<file path="src/rtl/store_buffer.sv">
// -----------------------------------------------------------------------------
// store_buffer
//   Line-granular store queue between the store value unit and the DCache
//   write port. Cache-line-aligned stores (line address, shifted line data,
//   byte mask) are held in a small circular FIFO and drained in allocation
//   order over a valid/ready handshake. A store to the same line as the
//   newest entry is merged into it. A line-address lookup lets the load
//   path stall on pending stores.
//
// Ports
//   clk, rstN                       clock, asynchronous active-low reset
//   enqueueValid/Ready              store request handshake
//   enqueueAddr/Line/Mask           store line address, data, byte mask
//   drainValid/Ready                head entry handshake towards DCache
//   drainAddr/Line/Mask             head entry payload (0 when empty)
//   lookupAddr / lookupHit          pending-store check for loads
//   empty, full                     occupancy status
// -----------------------------------------------------------------------------
module store_buffer #(
    parameter int unsigned LINE_SIZE  = 16,
    parameter int unsigned LINE_WIDTH = LINE_SIZE * 8,
    parameter int unsigned TAG_WIDTH  = 32 - $clog2(LINE_SIZE),
    parameter int unsigned DEPTH      = 4
) (
    input  logic                  clk,
    input  logic                  rstN,
    input  logic                  enqueueValid,
    output logic                  enqueueReady,
    input  logic [TAG_WIDTH-1:0]  enqueueAddr,
    input  logic [LINE_WIDTH-1:0] enqueueLine,
    input  logic [LINE_SIZE-1:0]  enqueueMask,
    output logic                  drainValid,
    input  logic                  drainReady,
    output logic [TAG_WIDTH-1:0]  drainAddr,
    output logic [LINE_WIDTH-1:0] drainLine,
    output logic [LINE_SIZE-1:0]  drainMask,
    input  logic [TAG_WIDTH-1:0]  lookupAddr,
    output logic                  lookupHit,
    output logic                  empty,
    output logic                  full
);

    localparam int unsigned       PTR_W    = $clog2(DEPTH);
    localparam int unsigned       CNT_W    = PTR_W + 1;
    localparam logic [CNT_W-1:0]  CNT_FULL = CNT_W'(DEPTH);
    localparam logic [CNT_W-1:0]  CNT_ONE  = CNT_W'(1);
    localparam logic [PTR_W-1:0]  PTR_ONE  = PTR_W'(1);

    logic [TAG_WIDTH-1:0]  addr_q [DEPTH];
    logic [LINE_WIDTH-1:0] line_q [DEPTH];
    logic [LINE_SIZE-1:0]  mask_q [DEPTH];
    logic [DEPTH-1:0]      valid_q;

    logic [PTR_W-1:0]      head_q, head_d;
    logic [PTR_W-1:0]      tail_q, tail_d;
    logic [CNT_W-1:0]      count_q, count_d;
    logic [PTR_W-1:0]      newest;

    logic                  push, pop;
    logic                  do_merge, do_alloc;
    logic [LINE_WIDTH-1:0] merge_line;
    logic [DEPTH-1:0]      hit_vec;

    // Status comes from the registered count only; a same-cycle pop does
    // not open a slot for a push.
    assign full         = (count_q == CNT_FULL);
    assign empty        = (count_q == '0);
    assign enqueueReady = !full;
    assign drainValid   = !empty;

    assign push   = enqueueValid && enqueueReady;
    assign pop    = drainValid && drainReady;
    assign newest = tail_q - PTR_ONE;

    // Byte-wise overlay of the incoming store onto the newest entry.
    for (genvar b = 0; b < LINE_SIZE; b++) begin : g_merge_byte
        assign merge_line[b*8 +: 8] = enqueueMask[b] ? enqueueLine[b*8 +: 8]
                                                     : line_q[newest][b*8 +: 8];
    end

    for (genvar g = 0; g < DEPTH; g++) begin : g_lookup
        assign hit_vec[g] = valid_q[g] && (addr_q[g] == lookupAddr);
    end
    assign lookupHit = |hit_vec;

    assign drainAddr = drainValid ? addr_q[head_q] : '0;
    assign drainLine = drainValid ? line_q[head_q] : '0;
    assign drainMask = drainValid ? mask_q[head_q] : '0;

    always_comb begin
        do_merge = 1'b0;
        do_alloc = 1'b0;
        // Empty-mask pushes complete the handshake but touch nothing.
        // With a single entry, merging is only safe when that entry cannot
        // leave this cycle, so a ready drain side forces a new allocation.
        if (push && (enqueueMask != '0)) begin
            if ((count_q != '0) && (addr_q[newest] == enqueueAddr) &&
                ((count_q > CNT_ONE) || !drainReady)) begin
                do_merge = 1'b1;
            end else begin
                do_alloc = 1'b1;
            end
        end

        head_d  = pop      ? head_q + PTR_ONE : head_q;
        tail_d  = do_alloc ? tail_q + PTR_ONE : tail_q;
        count_d = count_q;
        case ({do_alloc, pop})
            2'b10:   count_d = count_q + CNT_ONE;
            2'b01:   count_d = count_q - CNT_ONE;
            default: count_d = count_q;
        endcase
    end

    always_ff @(posedge clk or negedge rstN) begin
        if (!rstN) begin
            head_q  <= '0;
            tail_q  <= '0;
            count_q <= '0;
        end else begin
            head_q  <= head_d;
            tail_q  <= tail_d;
            count_q <= count_d;
        end
    end

    // Pop and allocate never target the same slot: allocation needs
    // count < DEPTH, so tail differs from a valid head. A merge with a
    // single entry only happens when no pop occurs.
    always_ff @(posedge clk or negedge rstN) begin
        if (!rstN) begin
            valid_q <= '0;
            addr_q  <= '{default: '0};
            line_q  <= '{default: '0};
            mask_q  <= '{default: '0};
        end else begin
            if (pop) begin
                valid_q[head_q] <= 1'b0;
            end
            if (do_alloc) begin
                valid_q[tail_q] <= 1'b1;
                addr_q[tail_q]  <= enqueueAddr;
                line_q[tail_q]  <= enqueueLine;
                mask_q[tail_q]  <= enqueueMask;
            end
            if (do_merge) begin
                line_q[newest] <= merge_line;
                mask_q[newest] <= mask_q[newest] | enqueueMask;
            end
        end
    end

endmodule

</file>
<file path="config.mk">
export PLATFORM = sky130hd
export DESIGN_NAME = store_buffer
export DESIGN_NICKNAME = d
export VERILOG_FILES = /design/src/rtl/store_buffer.sv
export SDC_FILE = /design/constraint.sdc
export NUM_CORES = 2
export LEC_CHECK = 0
export CORE_ASPECT_RATIO = 0.9
export CORE_MARGIN = 4
export CORE_UTILIZATION = 59
export CTS_BUF_LIST = sky130_fd_sc_hd__clkbuf_16
export CTS_CLUSTER_SIZE = 40
export DETAILED_ROUTE_END_ITERATION = 16
export DONT_BUFFER_PORTS = 1
export GPL_TIMING_DRIVEN = 0
export PLACE_DENSITY_LB_ADDON = 0.12
export SLEW_MARGIN = 20
export SYNTH_ARGS = -nofsm -noshare
export SYNTH_HDL_FRONTEND = slang
export SYNTH_SLANG_ARGS = --single-unit
</file>
<file path="constraint.sdc">
create_clock -name clk -period 4.7 [get_ports clk]
set_clock_uncertainty 0.05 [all_clocks]
set_input_delay 0.94 -clock clk [delete_from_list [all_inputs] [get_ports clk]]
set_output_delay 0.94 -clock clk [all_outputs]
set_load 0.01 [all_outputs]
</file>
==> flow_summary.ini <==
[global_route]
grt_overflow_total = 0
grt_max_degree = 700
grt_pass1_vias = 36000
grt_first_pass_wirelength_um = 237000
antenna_found_initial = 5
track_usage = 0.417

[synth]
yosysTopAreaCell = dfrtp_1
postSynthAreaPerCell_um2 = 11.8
synth_compound_area_frac = 0.163
syn_inst = 3533
synthTopCellsByArea = dfrtp_1 (42%), mux4_2 (17%), a221o_1 (12%)
netlist_area_um2 = 41900
synth_nets = 3751
synth-edff-count = 0
synth_top_area_share = 0.418
synth.distinct_cells = 46
synth_ff_type = dfrtp_1
ys_seq_area_frac = 0.418
yosys.area_share.xor_xnor = 0.0299
synth_top_family_by_area = multiplexers
async_flop_share = 1.00
yosys_warnings = 0
synthAdderAreaFrac = 0.00418
yosys_register_bits = 699
synthMuxAreaShare = 0.194
synth_simple_gate_area_share = 0.157

[worst_setup_path]
worstPathRequired_ns = 5.17
crit_path_end_kind = flip-flop
max_stage_delay_ns = 0.44
r2r_setup_slack_ns = 0.01
path_depth = 19
critPathLaunchType = flip-flop
crit_buf_inv = 10
crit-reg2reg-launch = tail_q[0]$_DFFE_PN0N_
worstSetupPathType = flip-flop to flip-flop
cpMaxStageDelayCell = dfrtp_2
crit_path_max_fanout = 11
crit_path_frequent_cell = buf_4
r2r_end = mask_q[5]$_DFF_PN0_
critPathArrivalTime_ns = 5.15
path_delay_family = buffers and inverters
reg2reg_depth = 19
path_cells = buf_12 -> inv_1 -> buf_8 -> buf_8 -> ha_1 -> buf_6 -> buf_4 -> buf_4 -> mux4_2 -> a22oi_2 -> o221ai_2 -> a2111oi_4 -> nand4_1 -> buf_4 -> nor2_4 -> buf_2 -> buf_2 -> a21oi_1 -> o22a_1

[drt]
routedWlPerCell_um = 34.7
ant_nets = 0
via_per_inst = 7.84
first_pass_iters = 8
drt-initial-drc-count = 5415
drc = 0
drt-total-wl_um = 161000
dr_total_vias = 36400

[sta]
fmax_ghz = 0.213
fin_hold_ws_ns = 0.0687
min_period_over_period = 0.997
slew_headroom = -0.456
fin_crit_ns = 4.69
setup_viol = 0
slew_viol_final = 415
worst_slew_pin_slew_ns = 2.18
hold_viol = 0

[final_layout]
area_growth_pct = 11.1
nFillCells = 5185
nets = 3852
layout-drive-gt1-share = 0.209

[pwr]
peakVddDrop_uv = 373
p_per_area_nw_per_um2 = 830
leakage_nw = 20.7
power_mw = 38.6

[placement]
port_buffers = 0
dpl.hpwl_um = 106000
finalWeightedCongestion = 0.998

[floorplanning]
start_util = 0.596
core_region_area_um2 = 70200
die_h_um = 261
die_area_um2 = 75300
num_rows = 92
die_x_um = 289
io_pins = 381

[run]
cap_violations = 0

[clocking]
htreeDepth = 3
cts-root-buf = clkbuf_16
cts_sinks = 699
cts_buffer_depth = 3
cts_tree = yes
clkSlewWorstSetupHoldPaths_ns = 0.06
cts_buffers = 77
insertion_delay_ns = 0.63

[min_path]
holdCritPathClass = input port to async pin

[status]
violations = max-slew violations
outcome = finished with violations
## per-stage QoR
stage	area (um2)	worst slack (ns)	setup TNS, ns	utilization	std cells
floorplan	41900	0.323	0	-	3533
global placement	43000	-2.30	-1435.12	0.613	4473
detailed placement	43000	-2.40	-1478.42	0.613	4473
CTS	46200	0.00409	0	0.658	4626
global route	46500	-0.0610	-4.74	0.662	4637
finish	46500	0.0137	0	0.662	4641
## cells in the final DEF (no fill, tap or decap), types with 5 or more instances in the layout
cell / n
xor2_1: 71
nor3_1: 7
buf_2: 46
buf_1: 24
nand4_1: 24
clkbuf_4: 14
inv_1: 33
nand2b_1: 5
o21ai_0: 30
a21o_1: 20
mux4_2: 317
nor2_1: 11
nor2b_1: 129
nand2_1: 265
buf_12: 6
clkbuf_2: 91
buf_6: 13
a21o_4: 18
clkinv_1: 14
nor2_4: 5
clkbuf_1: 103
dfrtp_1: 698
mux2_2: 48
and3_1: 380
diode_2: 6
a21oi_1: 68
nor4_1: 20
a21o_2: 27
xnor2_1: 66
ha_1: 14
a221o_1: 510
buf_4: 45
buf_8: 7
clkinv_2: 15
nand3_1: 5
and2_1: 301
clkbuf_16: 78
o22a_1: 64
mux2i_1: 41
## worst max path at each step
stage	start	to	slack [ns]
2_1_floorplan	tail_q[0]$_DFFE_PN0N_	line_q[215]$_DFF_PN0_	0.32
3_3_place_gp	tail_q[0]$_DFFE_PN0N_	line_q[29]$_DFF_PN0_	-2.30
3_5_place_dp	tail_q[0]$_DFFE_PN0N_	line_q[61]$_DFF_PN0_	-2.40
4_1_cts	tail_q[0]$_DFFE_PN0N_	line_q[132]$_DFF_PN0_	0.004
5_1_grt	tail_q[0]$_DFFE_PN0N_	mask_q[2]$_DFF_PN0_	-0.06
6_report	tail_q[0]$_DFFE_PN0N_	mask_q[5]$_DFF_PN0_	0.01
## power breakdown
group,internal [mW],total (mW),switching (mW)
clock,3.24,5.90,2.66
sequential,8.87,11.5,2.63
combinational,10.4,21.2,10.8
total,22.5,38.6,16.1
## per-layer routing
layer  global-route usage  vias to the layer above  wire length, um
li1                     -                    14100                -
met1                0.573                    18600            58400
met2                0.606                     3129            71400
met3                0.134                      583            22300
met4                0.199                        4             8850
met5                    0                        -               27
## cell usage after synthesis (3+ instances only)
cell type  instances
inv_1             12
nor4_1            21
xnor2_1           70
xor2_1            73
and2_1           301
and3_1           381
nor3_1             7
dfrtp_1          699
buf_2             77
a221o_1          510
or2_1              3
a21oi_1           68
a21o_1            65
mux2_2            48
buf_1             39
nor2_2             3
mux2i_1           44
nand2b_1           5
nand3_1            7
o22a_1            64
nor2_1            13
nor2b_1          129
ha_1              14
o21ai_0           31
clkbuf_1         213
mux4_2           317
buf_4              5
nand2_1          268
nand4_1           24
## logic make-up (layout without fill, tap and decap cells)
family,count (synthesis),count (layout)
simple gates,1163,1163
compound gates,758,758
flops,699,699
mux,409,409
buf+inv,347,509
xor+xnor,143,143
fa+ha+maj,14,14
other cells,0,6
## flip-flops by register name, summed over array words and instances (netlist names)
register  cells
head_q        2
valid_q       4
addr_q      112
line_q      512
tail_q        2
count_q       3
mask_q       64
## repair_timing
| item | in CTS | in global routing |
|---|---|---|
| setup buffers | 13 | 5 |
| pin swaps | 10 | 6 |
| resized for setup | 272 | 70 |
| endpoints found under the hold margin | 250 | 54 |
| setup endpoints to repair | 795 | 660 |
## layout make-up
class / instances / area (um2) / area share
multi-input combinational: 2487 / 23300 / 0.501
sequential: 699 / 17500 / 0.376
clock buffer: 78 / 1950 / 0.0420
buffer: 334 / 1840 / 0.0395
tap: 940 / 1180 / 0.0253
clock inverter: 62 / 400 / 0.00861
timing repair buffer: 23 / 297 / 0.00638
inverter: 12 / 45.0 / 0.000969
antenna: 6 / 15.0 / 0.000323
No activity file was read; power rests on OpenSTA's default activity.
